===== config.mk =====
export PLATFORM = sky130hd
export DESIGN_NAME = qsfp_port_sequencer
export DESIGN_NICKNAME = d
export VERILOG_FILES = /design/src/rtl/qsfp_seq_pkg.sv /design/src/rtl/qsfp_sync_debounce.sv /design/src/rtl/qsfp_port_sequencer.sv
export SDC_FILE = /design/constraint.sdc
export NUM_CORES = 1
export LEC_CHECK = 0
export ABC_AREA = 1
export CAP_MARGIN = 20
export CORE_ASPECT_RATIO = 0.6
export CORE_MARGIN = 2
export CORE_UTILIZATION = 50
export DETAILED_ROUTE_END_ITERATION = 16
export GPL_TIMING_DRIVEN = 0
export PLACE_DENSITY = 0.74
export SYNTH_ARGS = -nofsm -noshare
export SYNTH_HDL_FRONTEND = slang
export SYNTH_HIERARCHICAL = 1
export SYNTH_SLANG_ARGS = --single-unit

===== constraint.sdc =====
create_clock -name clock -period 8 [get_ports clock]
set_input_delay 0.8 -clock clock [delete_from_list [all_inputs] [get_ports clock]]
set_output_delay 0.8 -clock clock [all_outputs]
set_load 0.005 [all_outputs]

===== src/rtl/qsfp_seq_pkg.sv =====
// Shared definitions for the QSFP port sequencer: state codes, counter width,
// status bit positions and the zero-means-one cycle helper.
package qsfp_seq_pkg;

    localparam int CNT_W = 32;

    typedef logic [2:0] state_t;

    localparam state_t ST_IDLE       = 3'd0;
    localparam state_t ST_ABSENT     = 3'd1;
    localparam state_t ST_REFCLK_RST = 3'd2;
    localparam state_t ST_MOD_RESET  = 3'd3;
    localparam state_t ST_MOD_INIT   = 3'd4;
    localparam state_t ST_READY      = 3'd5;

    localparam int STAT_STATE_LSB = 0;
    localparam int STAT_PRESENT   = 3;
    localparam int STAT_INT       = 4;
    localparam int STAT_LPMODE    = 5;
    localparam int STAT_FS_LSB    = 6;

    // A zero-length phase still occupies one cycle so the FSM always advances.
    function automatic logic [CNT_W-1:0] cycle_limit(input logic [CNT_W-1:0] cycles);
        return (cycles == '0) ? CNT_W'(1) : cycles;
    endfunction

endpackage


===== src/rtl/qsfp_sync_debounce.sv =====
// Two-flop synchronizer followed by a stability filter; CYCLES=0 leaves only
// the synchronizer so the level follows the input two cycles later.
module qsfp_sync_debounce
    import qsfp_seq_pkg::*;
#(
    parameter int unsigned CYCLES      = 4,
    parameter logic        RESET_VALUE = 1'b1
) (
    input  logic clock,
    input  logic reset,
    input  logic din,
    output logic level
);

    logic [1:0] sync_q;

    always_ff @(posedge clock) begin
        if (reset) begin
            sync_q <= {2{RESET_VALUE}};
        end else begin
            sync_q <= {sync_q[0], din};
        end
    end

    generate
        if (CYCLES == 0) begin : g_bypass
            assign level = sync_q[1];
        end else begin : g_debounce
            logic [CNT_W-1:0] stable_cnt;
            logic             stable_q;

            // A new level is accepted only after it has differed from the
            // current one for CYCLES consecutive samples.
            always_ff @(posedge clock) begin
                if (reset) begin
                    stable_q   <= RESET_VALUE;
                    stable_cnt <= '0;
                end else if (sync_q[1] == stable_q) begin
                    stable_cnt <= '0;
                end else if (stable_cnt >= CNT_W'(CYCLES - 1)) begin
                    stable_q   <= sync_q[1];
                    stable_cnt <= '0;
                end else begin
                    stable_cnt <= stable_cnt + CNT_W'(1);
                end
            end

            assign level = stable_q;
        end
    endgenerate

endmodule


===== src/rtl/qsfp_port_sequencer.sv =====
// QSFP module power-up / reset sequencer. Define QSFP_SEQ_IRQ_EN to build the
// sticky event register behind irq; otherwise irq is tied low.
module qsfp_port_sequencer
    import qsfp_seq_pkg::*;
#(
    parameter int unsigned DEBOUNCE_CYCLES   = 1000000,
    parameter int unsigned REFCLK_RST_CYCLES = 100000,
    parameter int unsigned MOD_RESET_CYCLES  = 1000,
    parameter int unsigned MOD_INIT_CYCLES   = 200000000
) (
    input  logic       clock,
    input  logic       reset,
    input  logic       enable,
    input  logic       lp_req,
    input  logic [1:0] fs_sel,
    input  logic       qsfp_modprsl,
    input  logic       qsfp_intl,
    output logic       qsfp_modsell,
    output logic       qsfp_resetl,
    output logic       qsfp_lpmode,
    output logic       qsfp_refclk_reset,
    output logic [1:0] qsfp_fs,
    output logic       gt_reset,
    output logic       ready,
    output logic [7:0] status,
    output logic       irq,
    input  logic       irq_clear
);

    localparam logic [CNT_W-1:0] REFCLK_LIM  = cycle_limit(REFCLK_RST_CYCLES);
    localparam logic [CNT_W-1:0] MODRST_LIM  = cycle_limit(MOD_RESET_CYCLES);
    localparam logic [CNT_W-1:0] MODINIT_LIM = cycle_limit(MOD_INIT_CYCLES);

    logic             modprsl_db;
    logic             intl_sync;
    logic             present;
    logic             int_active;
    state_t           state_q;
    state_t           state_d;
    logic [CNT_W-1:0] cnt_q;
    logic [CNT_W-1:0] cnt_limit;
    logic             cnt_done;
    logic             load_fs;
    logic [1:0]       fs_q;
    logic [1:0]       fs_d;
    logic             lpmode_d;
    logic             resetl_q;
    logic             refclk_reset_q;
    logic             gt_reset_q;
    logic             ready_q;
    logic             modsell_q;
    logic [7:0]       status_q;

    qsfp_sync_debounce #(
        .CYCLES      (DEBOUNCE_CYCLES),
        .RESET_VALUE (1'b1)
    ) u_prs (
        .clock (clock),
        .reset (reset),
        .din   (qsfp_modprsl),
        .level (modprsl_db)
    );

    qsfp_sync_debounce #(
        .CYCLES      (0),
        .RESET_VALUE (1'b1)
    ) u_int (
        .clock (clock),
        .reset (reset),
        .din   (qsfp_intl),
        .level (intl_sync)
    );

    assign present    = ~modprsl_db;
    assign int_active = ~intl_sync;

    always_comb begin
        cnt_limit = CNT_W'(1);
        case (state_q)
            ST_REFCLK_RST: cnt_limit = REFCLK_LIM;
            ST_MOD_RESET:  cnt_limit = MODRST_LIM;
            ST_MOD_INIT:   cnt_limit = MODINIT_LIM;
            default:       cnt_limit = CNT_W'(1);
        endcase
        cnt_done = (cnt_q >= (cnt_limit - CNT_W'(1)));
    end

    // Disable beats removal, removal beats a refclk change or phase timeout.
    always_comb begin
        state_d = state_q;
        if (!enable) begin
            state_d = ST_IDLE;
        end else begin
            case (state_q)
                ST_IDLE:       state_d = ST_ABSENT;
                ST_ABSENT:     if (present) state_d = ST_REFCLK_RST;
                ST_REFCLK_RST: if (!present) state_d = ST_ABSENT;
                               else if (cnt_done) state_d = ST_MOD_RESET;
                ST_MOD_RESET:  if (!present) state_d = ST_ABSENT;
                               else if (cnt_done) state_d = ST_MOD_INIT;
                ST_MOD_INIT:   if (!present) state_d = ST_ABSENT;
                               else if (cnt_done) state_d = ST_READY;
                ST_READY:      if (!present) state_d = ST_ABSENT;
                               else if (fs_sel != fs_q) state_d = ST_REFCLK_RST;
                default:       state_d = ST_IDLE;
            endcase
        end
        load_fs  = (state_d == ST_REFCLK_RST) && (state_q != ST_REFCLK_RST);
        fs_d     = load_fs ? fs_sel : fs_q;
        lpmode_d = ((state_d == ST_MOD_INIT) || (state_d == ST_READY)) ? lp_req : 1'b1;
    end

    // Pin outputs are registered from the next state so they change together
    // with the state code.
    always_ff @(posedge clock) begin
        if (reset) begin
            state_q        <= ST_IDLE;
            cnt_q          <= '0;
            fs_q           <= 2'b00;
            resetl_q       <= 1'b0;
            refclk_reset_q <= 1'b1;
            gt_reset_q     <= 1'b1;
            ready_q        <= 1'b0;
            modsell_q      <= 1'b1;
            status_q       <= 8'h00;
        end else begin
            state_q <= state_d;
            if (state_d != state_q) begin
                cnt_q <= '0;
            end else if (cnt_q != '1) begin
                cnt_q <= cnt_q + CNT_W'(1);
            end
            fs_q           <= fs_d;
            resetl_q       <= (state_d == ST_MOD_INIT) || (state_d == ST_READY);
            refclk_reset_q <= (state_d == ST_IDLE) || (state_d == ST_ABSENT) ||
                              (state_d == ST_REFCLK_RST);
            gt_reset_q     <= (state_d != ST_READY);
            ready_q        <= (state_d == ST_READY);
            modsell_q      <= (state_d != ST_READY);
            status_q[STAT_STATE_LSB +: 3] <= state_d;
            status_q[STAT_PRESENT]        <= present;
            status_q[STAT_INT]            <= int_active;
            status_q[STAT_LPMODE]         <= lpmode_d;
            status_q[STAT_FS_LSB +: 2]    <= fs_d;
        end
    end

    assign qsfp_lpmode       = ((state_q == ST_MOD_INIT) || (state_q == ST_READY)) ? lp_req : 1'b1;
    assign qsfp_resetl       = resetl_q;
    assign qsfp_refclk_reset = refclk_reset_q;
    assign qsfp_fs           = fs_q;
    assign gt_reset          = gt_reset_q;
    assign ready             = ready_q;
    assign qsfp_modsell      = modsell_q;
    assign status            = status_q;

`ifdef QSFP_SEQ_IRQ_EN
    logic       present_prev;
    logic       int_prev;
    logic [2:0] new_events;
    logic [2:0] events_q;

    assign new_events = {(state_q == ST_READY) && (state_d != ST_READY),
                         int_active & ~int_prev,
                         present ^ present_prev};

    // A clear only drops events already held; one arriving alongside it sticks.
    always_ff @(posedge clock) begin
        if (reset) begin
            present_prev <= 1'b0;
            int_prev     <= 1'b0;
            events_q     <= 3'b000;
        end else begin
            present_prev <= present;
            int_prev     <= int_active;
            events_q     <= (irq_clear ? 3'b000 : events_q) | new_events;
        end
    end

    assign irq = |events_q;
`else
    logic unused_irq_clear;
    assign unused_irq_clear = irq_clear;
    assign irq = 1'b0;
`endif

endmodule


Yosys cells after proc, flatten, opt, wreduce, memory -nomap -nowiden
Index checks and enable logic that the tools add are counted.
{"block": "word_totals", "ff_bits": 86, "in_bits": 9, "out_inout_bits": 17, "word_cells": 60}
{"block": "classes", "add_sub_neg": 3, "magnitude_cmp": 2, "eq_ne": 15, "muxes": 15, "n_bitwise": 3, "n_reduce_logical": 10}
{"operator": "28-bit case mux with 3 select lines", "count": 1}
{"operator": "32-bit by 1-bit adder with 32-bit output, second input constant", "count": 2}
{"operator": "32-bit by 20-bit >= comparator with 1-bit output, second input constant", "count": 1}
{"operator": "32-bit >= comparator", "count": 1}
{"operator": "32-bit inequality test, second input constant", "count": 1}
{"operator": "32-bit by 1-bit subtractor with 32-bit output, second input constant", "count": 1}
{"operator": "3-bit two-way mux", "count": 10}
{"operator": "3-bit case mux with 6 select lines", "count": 1}
{"operator": "3-bit == test, second input constant", "count": 4}
{"operator": "3-bit by 2-bit == test with 1-bit output, second input constant", "count": 3}
{"operator": "3-bit by 1-bit == test with 1-bit output, second input constant", "count": 2}
{"operator": "3-bit logical NOT", "count": 2}
{"operator": "1-bit logical OR", "count": 4}
{"operator": "3-bit by 2-bit inequality test with 1-bit output, second input constant", "count": 1}
{"operator": "3-bit inequality test", "count": 1}
{"operator": "3-bit inequality test, second input constant", "count": 1}
{"operator": "1-bit NOT", "count": 3}
{"operator": "3-bit OR reduction", "count": 1}
{"operator": "1-bit two-way mux", "count": 2}
{"operator": "2-bit two-way mux", "count": 1}
{"operator": "2-bit inequality test", "count": 1}
{"operator": "2-bit AND reduction", "count": 1}
{"operator": "2-bit OR reduction", "count": 1}
{"operator": "1-bit == test", "count": 1}
{"operator": "1-bit logical AND", "count": 1}

Logic depth before layout (Yosys ltp)
{"block": "depth", "ltp_word": 11, "mapped_depth": 26, "mapped_depth_nobuf": 25}

Cells and area by module
Netlist, hierarchy kept.
{"module": "qsfp_port_sequencer", "instances": 1, "cells_per_inst": 423, "area_per_inst_um2": 2965.3, "seq_area_each_um2": 880.8}
{"module": "qsfp_sync_debounce (u_prs)", "instances": 1, "cells_per_inst": 165, "area_per_inst_um2": 1402.6, "seq_area_each_um2": 700.7}
{"module": "qsfp_sync_debounce (u_int)", "instances": 1, "cells_per_inst": 7, "area_per_inst_um2": 58.8, "seq_area_each_um2": 40.0}

Worst setup path before layout
Ideal clock, no wire load.
{"block": "synth_path", "kind": "reg2reg", "from": "reg state_q[1]", "to": "reg cnt_q[2]", "setup_ns": 0.119, "t_arrival_ns": 2.573, "required_time_ns": 7.881, "slack_ns": 5.309, "stages_incl_launch_ff": 23, "path_buffers": 1, "synth_period_minus_slack_ns": 2.691, "path_cell_list": "dfxtp_1 -> inv_2 -> nand2_1 -> nor2_1 -> inv_1 -> nand2_1 -> inv_1 -> ha_1 -> nand2_1 -> nor3_2 -> nor3b_2 -> nand2_1 -> nand2_1 -> nand2_2 -> nand3_1 -> nand2_1 -> nand3_1 -> nand2_1 -> nand2_1 -> nand2_1 -> nand2_2 -> buf_6 -> nor2_2"}
{"block": "synth_between", "elab_chain_len": 10, "word_cells_on_any_way": 22, "cone_classes": "add/sub: 1; order compare: 1; eq/ne: 6; mux: 12; reduce/logical: 2"}
{"item": "start, declared", "line_no": "qsfp_port_sequencer.sv:38", "text": "state_t state_q;"}
{"item": "start signal, assigned", "line_no": "qsfp_port_sequencer.sv:127", "text": "state_q <= state_d;"}
{"item": "3-bit == test / 3-bit by 2-bit == test with 1-bit output (equally long branches)", "line_no": "qsfp_port_sequencer.sv:79, qsfp_port_sequencer.sv:94"}
{"item": "28-bit case mux with 3 select lines", "line_no": "qsfp_port_sequencer.sv:79", "text": "case (state_q)"}
{"item": "32-bit by 1-bit subtractor with 32-bit output", "line_no": "qsfp_port_sequencer.sv:85", "text": "cnt_done = (cnt_q >= (cnt_limit - CNT_W'(1)));"}
{"item": "32-bit >= comparator", "line_no": "qsfp_port_sequencer.sv:85"}
{"item": "3-bit two-way mux (on tied branches)", "line_no": "qsfp_port_sequencer.sv:102, qsfp_port_sequencer.sv:98, qsfp_port_sequencer.sv:100"}
{"item": "3-bit two-way mux (on tied branches)", "line_no": "qsfp_port_sequencer.sv:101, qsfp_port_sequencer.sv:97, qsfp_port_sequencer.sv:99"}
{"item": "3-bit case mux with 6 select lines", "line_no": "qsfp_port_sequencer.sv:94", "text": "case (state_q)"}
{"item": "3-bit two-way mux", "line_no": "qsfp_port_sequencer.sv:91", "text": "if (!enable) begin"}
{"item": "3-bit inequality test *", "line_no": "qsfp_port_sequencer.sv:128", "text": "if (state_d != state_q) begin"}
{"item": "2-bit OR reduction (no source line) *"}
{"item": "end signal, assigned", "line_no": "qsfp_port_sequencer.sv:131", "text": "cnt_q <= cnt_q + CNT_W'(1);"}
{"item": "end, declared", "line_no": "qsfp_port_sequencer.sv:40", "text": "logic [CNT_W-1:0] cnt_q;"}
Mark *: on every way between the ends. The rest lies on a longest branch, timed or not.
A chain may end at the register's enable or synchronous reset.

==> summary.txt <==
via count of the first global-routing pass - 3549
achievable frequency - 0.282 GHz
largest vdd supply drop - 125 uV
die width - 125 um
die boundary height - 76.9 um
Max transition margin - 59.2%
asr flop ratio synth - 0%
post-placement cell area - 4850 um2
DRC violations left - 0
type of the setup path with the least slack - reg -> reg
Yosys warnings - 6
Layout Skew - 0.00685 ns
post-cts repair resize count - 0
sum of negative setup slack - 0 ns
FILL cells - 783
Sw Pwr - 0.185 mW
site row count - 26
number of cells on the worst reg-to-reg path - 25
final instance area - 5180 um2
LEAKAGE - 2.06 nW
Worst R2R Setup Slack - 4.46 ns
final count of hold timing violations - 0
setup repair after global routing missed its margin - false
multi-input combinational cell area - 2530 um2
area overhead of the layout relative to synthesis - 17.0%
first-pass GRT wire length - 16500 um
floorplan core area - 8560 um2
result of the run - completed
flip-flop and latch area - 1620 um2
largest net degree at the start of global routing - 15
kind of start point of the critical path - flip-flop
CTS tree - yes
worst hold slack - 0.385 ns
detailed-placement wirelength estimate - 7440 um
reg2reg start - status[2]$_SDFF_PP0_
Worst Hold Launch - u_int/sync_q[1]$_SDFF_PP1_
most frequently used flop master after synthesis - dfxtp_1
Setup Buffers After CTS - 0
Port-buffer cells - 23
cell count after synthesis - 595
sequential fraction of the synthesis area - 36.6%
via-per-instance ratio - 5.05
final worst-path setup slack - 4.46 ns
Tot Pwr - 0.890 mW
worst-case setup slack after placement - 4.53 ns
syn avg cell area - 7.44 um2
critical path arrival - 3.76 ns
Critical-path top delay cell - dfxtp_1
clock latency at the later pin of the worst-skew pair - 0.33 ns
Total Routed Length - 9650 um
Least-Margin Pin Slew - 0.607 ns
top cells by count, synth - nand2_1 (113), nor2_1 (105), dfxtp_1 (81)
worst hold path type - reg -> reg
min cycle time layout - 3.54 ns
part of the total power dissipated in combinational logic - 3.4%
Post-layout nets - 680
portion of synthesized cell area occupied by the leading cell type - 36.6%
Pre-Repair DR Iteration Count - 5
number of antenna-violating nets in the routed design - 0
switching part of the total - 20.8%
Max Buffers Root-to-Sink - 2
destination of the worst register-to-register timing path - cnt_q[2]$_SDFFE_PP0P_
count of maximum capacitance violations - 0
cell-internal power - 0.705 mW
final period utilization - 44.3%
most instantiated library cell after synthesis - nand2_1
count of placed standard cells in the final layout, fillers left out - 760
cell area power density - 172 nW/um2
crit path max fanout - 10
Post-CTS Hold Buffers - 0
count of cell types in the netlist - 34
Cells after DPL - 744
post-synth top area cell - dfxtp_1
#FFs+latches synth - 81
clock slew at the register clock pins of the worst setup and hold paths - 0.06 ns
critical path startpoint - status[2]$_SDFF_PP0_
worst endpoint required time - 8.22 ns
Inserted Clock Buffers - 9
number of failing setup endpoints in the final timing report - 0
overall overflow remaining after global route - 0
weighted congestion reported at the end of routability-driven placement - 0.877
Wirelength per Cell - 12.7 um
number of design-rule violations left by the first detailed-router iteration - 324
via count - 3836
fraction of final layout cells with drive strength greater than 1 - 11.3%
proportion of power drawn by the clock network - 50.3%
Initial Util - 51.7%
number of H-tree levels - 3
IO Count - 26
number of antenna violations at the first check in global routing - 0
cell count of the worst hold path - 1
peak per-stage delay on the critical path - 0.46 ns
Synth area leaders - dfxtp_1 (37%), nand2_1 (9.6%), nor2_1 (8.9%)
WHS Endpoint - status[4]$_SDFF_PP0_
most common cell type on the critical path - nand2_1
sequential share of power - 46.3%
diode insertion count for antenna repair - 0
clk sinks - 81
GRT Overall Usage - 21.1%
area of the die - 9650 um2
Core Util, Final - 60.5%
clk root buf - clkbuf_16
EDFF count, synth - 0
post-synth design cell area - 4430 um2
total count of max-transition violations in the final report - 0
endpoint class of the critical path - flip-flop
-- cells in the final DEF, fill, tap and decap left out, types with 6 or more instances in the layout --
| master | netlist | final |
|---|---|---|
| a21oi_1 | 16 | 16 |
| xor2_1 | 36 | 36 |
| nand4_1 | 20 | 20 |
| ha_1 | 28 | 28 |
| nor2_1 | 105 | 105 |
| nand3_1 | 30 | 30 |
| clkbuf_16 | 0 | 9 |
| nor2_2 | 18 | 18 |
| inv_1 | 59 | 59 |
| dfxtp_1 | 81 | 81 |
| nand2_1 | 113 | 113 |
| conb_1 | 3 | 17 |
| nand2_2 | 6 | 6 |
| xnor2_1 | 9 | 9 |
| clkdlybuf4s50_1 | 0 | 23 |
| o21ai_0 | 9 | 9 |
| nor3_1 | 13 | 13 |
-- per-layer routing --
| layer | wire length, um | vias to the layer above | GRT usage, % |
|---|---|---|---|
| li1 | - | 1979 | - |
| met1 | 5130 | 1759 | 31.0 |
| met2 | 3930 | 86 | 31.0 |
| met3 | 514 | 12 | 5.09 |
| met4 | 87 | 0 | 4.67 |
| met5 | 0 | - | 0 |
-- power by group through the flow --
stage	Combinational, mW	Sequential, mW	Clock, mW
final	0.0304	0.412	0.448
after global routing	0.0343	0.412	0.475
after CTS	0.0302	0.412	0.454
after detailed placement	0.0300	0.421	0
after global placement	0.0291	0.421	0
after floorplan	0.0193	0.420	0
-- sequential cells by signal, summed over array words and instances (netlist names), 2 cells and up --
register / cells
cnt_q: 32
u_prs/g_debounce.stable_cnt: 32
status: 4
qsfp_fs: 2
state_q: 2
u_int/sync_q: 2
u_prs/sync_q: 2
-- kinds of logic (layout without fill, tap and decap cells) --
logic type	after synthesis	after routing	share of synthesized area, %
AND/OR/NAND/NOR	331	331	34.7
flip-flops	81	81	36.6
buffers and inverters	74	113	7.46
XOR/XNOR	45	45	8.90
AO/OA/AOI/OAI	33	33	4.18
adder cells (fa/ha/maj)	28	28	7.91
other	3	17	0.254
-- cell type report --
type                            instances  area share [%]
Tap cell                              112            2.71
Buffer                                 10            1.74
Inverter                               64            4.64
Clock buffer                           10            4.61
Multi-Input combinational cell        454            48.8
Clock inverter                          6            1.74
Timing Repair Buffer                   23            4.45
Sequential cell                        81            31.3
-- worst max-delay path by stage --
stage / end / slack [ns] / cells past startpoint
5_1_grt: cnt_q[27]$_SDFFE_PP0P_ / 4.15 / 25
4_1_cts: cnt_q[2]$_SDFFE_PP0P_ / 4.49 / 25
2_1_floorplan: cnt_q[2]$_SDFFE_PP0P_ / 5.31 / 22
3_3_place_gp: cnt_q[2]$_SDFFE_PP0P_ / 4.65 / 26
6_report: cnt_q[2]$_SDFFE_PP0P_ / 4.46 / 25
3_5_place_dp: cnt_q[2]$_SDFFE_PP0P_ / 4.53 / 25
-- critical path: cells and delay by family (launching register included) --
family,cells,cell delay [ns]
buf+inv,3,0.56
simple gates,21,2.09
flops,1,0.46
fa+ha+maj,1,0.30
Note: power is estimated with default switching activity, not from simulation.
